[src/rtl/add_serial_ctrl.sv]
// Bit-serial add/subtract sequencer: accepts two operands and runs the 1-bit
// full-add slice LSB first, once per clock, then returns the result over a handshake.
module add_serial_ctrl #(
  parameter int WIDTH = 8,
  localparam int CNT_W = (WIDTH > 1) ? $clog2(WIDTH) : 1
) (
  input  logic             clk,
  input  logic             rst,
  input  logic             in_valid,
  output logic             in_ready,
  input  logic [WIDTH-1:0] op_a,
  input  logic [WIDTH-1:0] op_b,
  input  logic             sub,
  output logic             out_valid,
  input  logic             out_ready,
  output logic [WIDTH-1:0] sum,
  output logic             cout,
  output logic             ovf,
  output logic             busy
);

  localparam logic [1:0] ST_IDLE = 2'd0;
  localparam logic [1:0] ST_RUN  = 2'd1;
  localparam logic [1:0] ST_DONE = 2'd2;

  localparam logic [CNT_W-1:0] LAST_BIT = CNT_W'(WIDTH - 1);

  logic [1:0]       state_q, state_d;
  logic [WIDTH-1:0] a_sh_q, a_sh_d;
  logic [WIDTH-1:0] b_sh_q, b_sh_d;
  // Holds only the bits already produced; the bit being computed completes the word.
  logic [WIDTH-2:0] sum_sh_q, sum_sh_d;
  logic             carry_q, carry_d;
  logic [CNT_W-1:0] cnt_q, cnt_d;
  logic [WIDTH-1:0] sum_q, sum_d;
  logic             cout_q, cout_d;
  logic             ovf_q, ovf_d;

  logic             s_bit;
  logic             carry_maj;
  logic [WIDTH-1:0] sum_word;

  assign s_bit     = a_sh_q[0] ^ b_sh_q[0] ^ carry_q;
  assign carry_maj = (a_sh_q[0] & b_sh_q[0]) | (a_sh_q[0] & carry_q) | (b_sh_q[0] & carry_q);
  assign sum_word  = {s_bit, sum_sh_q};

  always_comb begin
    state_d  = state_q;
    a_sh_d   = a_sh_q;
    b_sh_d   = b_sh_q;
    sum_sh_d = sum_sh_q;
    carry_d  = carry_q;
    cnt_d    = cnt_q;
    sum_d    = sum_q;
    cout_d   = cout_q;
    ovf_d    = ovf_q;
    case (state_q)
      ST_IDLE: begin
        if (in_valid) begin
          a_sh_d  = op_a;
          b_sh_d  = op_b ^ {WIDTH{sub}};
          carry_d = sub;
          cnt_d   = '0;
          state_d = ST_RUN;
        end
      end
      ST_RUN: begin
        a_sh_d   = a_sh_q >> 1;
        b_sh_d   = b_sh_q >> 1;
        sum_sh_d = sum_word[WIDTH-1:1];
        carry_d  = carry_maj;
        cnt_d    = cnt_q + CNT_W'(1);
        if (cnt_q == LAST_BIT) begin
          // carry_q here is the carry into the MSB, so overflow is carry-in ^ carry-out.
          sum_d   = sum_word;
          cout_d  = carry_maj;
          ovf_d   = carry_q ^ carry_maj;
          state_d = ST_DONE;
        end
      end
      ST_DONE: begin
        if (out_ready) state_d = ST_IDLE;
      end
      default: state_d = ST_IDLE;
    endcase
  end

  always_ff @(posedge clk or posedge rst) begin
    if (rst) begin
      state_q  <= ST_IDLE;
      a_sh_q   <= '0;
      b_sh_q   <= '0;
      sum_sh_q <= '0;
      carry_q  <= 1'b0;
      cnt_q    <= '0;
      sum_q    <= '0;
      cout_q   <= 1'b0;
      ovf_q    <= 1'b0;
    end else begin
      state_q  <= state_d;
      a_sh_q   <= a_sh_d;
      b_sh_q   <= b_sh_d;
      sum_sh_q <= sum_sh_d;
      carry_q  <= carry_d;
      cnt_q    <= cnt_d;
      sum_q    <= sum_d;
      cout_q   <= cout_d;
      ovf_q    <= ovf_d;
    end
  end

  // Handshake outputs decode the registered state only.
  assign in_ready  = (state_q == ST_IDLE);
  assign out_valid = (state_q == ST_DONE);
  assign busy      = (state_q != ST_IDLE);
  assign sum       = sum_q;
  assign cout      = cout_q;
  assign ovf       = ovf_q;

endmodule

[config.mk]
export PLATFORM = sky130hd
export DESIGN_NAME = add_serial_ctrl
export DESIGN_NICKNAME = d
export VERILOG_FILES = /design/src/rtl/add_serial_ctrl.sv
export SDC_FILE = /design/constraint.sdc
export NUM_CORES = 1
export LEC_CHECK = 0
export ABC_AREA = 1
export BUFFER_PORTS_ARGS = -buffer_cell sky130_fd_sc_hd__buf_2
export CAP_MARGIN = 20
export CORE_MARGIN = 2
export CORE_UTILIZATION = 40
export CTS_BUF_LIST = sky130_fd_sc_hd__clkbuf_8
export CTS_CLUSTER_DIAMETER = 60
export DETAILED_ROUTE_END_ITERATION = 12
export SYNTH_ARGS = -nofsm -noshare
export SYNTH_HDL_FRONTEND = slang
export SYNTH_SLANG_ARGS = --single-unit
export TNS_END_PERCENT = 10
[constraint.sdc]
create_clock -name clk -period 2.5 [get_ports clk]
set_clock_uncertainty 0.2 [all_clocks]
set_input_delay 0 -clock clk [delete_from_list [all_inputs] [get_ports clk]]
set_output_delay 0 -clock clk [all_outputs]
set_load 0.02 [all_outputs]
==> impl_metrics.ini <==
[placed_design]
port-buffer-count = 33
place.gp.congestion = 0.717
place_inst = 294
detailedPlacementHpwl_mm = 2.21

[yosys]
yosysWarningCount = 0
synthDominantCellAreaShare = 0.524
synth-compound-area-share = 0.0591
synth_simple_gate_area_share = 0.296
synth_sequential_area_ratio = 0.524
postSynthRegisterBits = 39
post_synth_xor_area_fraction = 0.00941
area_share_of_fa_ha_maj_cells_after_synthesis = 0.0242
synth_cell_type_count = 20
synthesis.area_sq_um = 1860
synth_nets = 242
cell_type_with_the_largest_total_area_after_synthesis = dfrtp_1
syn-mean-instance-area_sq_um = 8.54
muxShareOfSynthArea = 0
synth_top_family_by_area = simple AND/OR/NAND/NOR gates
synthCells = 218
synth.area.top_cells = dfrtp_1 (52%), nand2_1 (15%), nand3_1 (12%)

[pwr]
power.share.switching = 0.400
vdd_drop_max_uv = 496
static-leakage-power_nw = 1.28
cellPowerDensity_nw_per_um2 = 977
intPower_mw = 1.44
share_seq_of_total_power = 0.434
power_share_of_the_clock_group = 0.171
net-switching-power_uw = 959
combinationalPowerShare = 0.395
totalPowerFinal_mw = 2.40

[final_layout]
mostFrequentLayoutCell = nand2_1
final_cells = 337
layout.cells.most_common_list = nand2_1 (75), nand3_1 (43), dfrtp_1 (39)
multi_input_comb_area_sq_um = 724
fillCellCount = 428
drive_above_1_share = 0.200
final_core_occ = 0.556
sequential_cell_area_sq_um = 976
design.final.nets = 308
antennaDiodeCount = 0
area_added_between_synthesis_and_finish_pct = 31.9

[route]
routed_via_density = 4.75
detail_route.wirelength_mm = 3.75
met2_length_mm = 1.80
wl_met1_mm = 1.76
route.detailed.drc = 0
dr_total_vias = 1602
detail_route.wl_per_cell_um = 11.1
detailedRoute.firstPassIterationCount = 4
violation_count_after_the_first_detailed_route_iteration = 100
route.antenna.remaining_nets = 0
topRoutingLayerUsed = met4
amount_of_wire_on_met3_after_detailed_routing_um = 138

[sta]
setup-tns-final_ps = 0
drv_slew = 0
max_clock_freq_ghz = 0.525
final-hold-violation-count = 0
finalCritPeriodShare = 0.762
period_needed_ps = 1910
slew-limit-headroom = 0.673
setup_repair_after_global_routing_missed_its_margin = false
final-setup-viol-count = 0
timing_worst_slew_pin_value_ps = 491

[status]
run_status = finished clean

[global_routing]
grt_remaining_overflow = 0
global_route_usage_over_all_layers = 0.159
grt_first_pass_wirelength_mm = 6.44
number_of_antenna_violations_at_the_first_check_in_global_routing = 0
maximum_number_of_pins_on_one_net_before_global_route_repair = 40
first_global_vias = 1510

[floorplan]
placeableCoreArea_sq_um = 4410
horiz_die_dim_um = 72.2
num_io_pins = 34
effective_utilization_at_floorplan = 0.422
die_y_um = 72.2
row_count = 24
design.die.area_sq_um = 5220

[clock_tree]
cts.clk_slew.worst_paths_ps = 80
cts.root.buffer_cell = clkbuf_8
cts.hold.buffers_added = 35
tritoncts_num_sinks = 39
cts_repair_resize_count = 0
cts_htree_levels = 2
tritoncts_clock_tree = yes
tritoncts.num_buffers = 5
post_cts_buffers = 0
clock_latency_of_the_later_clocked_register_in_the_worst_skew_pair_ps = 290
cts.path.max_buffers = 2

[critical_path]
critical-path-top-cell-by-count = nand3_1
worst_setup_path_start_kind = register
cp_cell_sequence = nor2_2, nand3_1, dlygate4sd3_1, nand3_1
worst-r2r-cell-count = 4
crit_slowest_cell = dlygate4sd3_1
cp-end-kind = register
cp_data_required_time_ps = 2530
timing.rr.start = state_q[0]$_DFFE_PP0P_
worstPathMaxFanout = 10
critPathArrivalTime_ps = 1930
critPathMaxStageDelay_ps = 600
worstReg2RegEnd = a_sh_q[4]$_DFFE_PP0P_
reg2reg_slack_ps = 590
crit_path_category = reg2reg

[flow_run]
cap_violations = 0

[min_path]
holdCritPathClass = in2async
[critical path, delay by kind of cell, from the launching register on]
family | cells | cell delay, ps
buf+inv | 1 | 600
flops | 1 | 480
simple gates | 3 | 560
[routing by layer]
| layer | track usage | up-vias |
|---|---|---|
| li1 | - | 823 |
| met1 | 0.200 | 735 |
| met2 | 0.267 | 39 |
| met3 | 0.0375 | 5 |
| met4 | 0.0566 | 0 |
| met5 | 0 | - |
[cell usage after synthesis]
cell type / n
buf_2: 3
buf_4: 5
buf_6: 3
dfrtp_1: 39
fa_1: 1
ha_1: 2
inv_1: 18
inv_2: 2
nand2_1: 75
nand2_2: 2
nand2_4: 1
nand3_1: 43
nor2_1: 2
nor2_2: 2
nor2_4: 1
o21ai_0: 9
o21ai_1: 1
o21ai_2: 6
o31ai_1: 1
xor2_1: 2
[area by class of cell]
class / instances / area share
Multi-Input combinational cell: 148 / 0.295
Timing Repair Buffer: 70 / 0.216
Tap cell: 52 / 0.0265
Inverter: 20 / 0.0306
Clock inverter: 3 / 0.00612
Sequential cell: 39 / 0.398
Clock buffer: 5 / 0.0280
[through the flow]
step | worst slack (ps) | hold WS [ps] | instance area [sq um]
finish | 595 | 173 | 2450
global route | 495 | 234 | 2450
CTS | 600 | 185 | 2450
detailed placement | 821 | -47.2 | 2020
global placement | 858 | -54.9 | 2020
floorplan | 1070 | -103 | 1860
[power by group through the flow]
stage                     sequential (mW)  clock [mW]  combinational (mW)
after global placement               1.05           0               0.884
after detailed placement             1.05           0               0.894
after CTS                            1.04       0.419               0.954
after global routing                 1.07       0.440                1.09
after floorplan                      1.10           0               0.673
final                                1.04       0.410               0.947
[logic make-up (layout without fill, tap and decap cells)]
kind of cell / count (synthesis) / count (layout)
flops: 39 / 39
fa+ha+maj: 3 / 3
simple gates: 126 / 126
buf+inv: 31 / 98
xor+xnor: 2 / 2
compound gates: 17 / 17
[flip-flops by register name (all words and copies together) (netlist names)]
name and cells:
a_sh_q 8, carry_q 1, sum 8, cnt_q 3, cout 1, b_sh_q 8, ovf 1, sum_sh_q 7
state_q 2
[worst max-delay path by stage]
stage          slack, ps  depth (start not counted)                    from                     end
2_1_floorplan       1070                          5    cnt_q[0]$_DFFE_PP0P_  state_q[1]$_DFFE_PP0P_
3_3_place_gp         860                          5  state_q[1]$_DFFE_PP0P_   b_sh_q[1]$_DFFE_PP0P_
3_5_place_dp         820                          5  state_q[1]$_DFFE_PP0P_   b_sh_q[1]$_DFFE_PP0P_
4_1_cts              600                          4  state_q[0]$_DFFE_PP0P_   a_sh_q[0]$_DFFE_PP0P_
5_1_grt              490                          4  state_q[0]$_DFFE_PP0P_   a_sh_q[0]$_DFFE_PP0P_
6_report             590                          4  state_q[0]$_DFFE_PP0P_   a_sh_q[4]$_DFFE_PP0P_
Note: power is estimated with default switching activity, not from simulation.
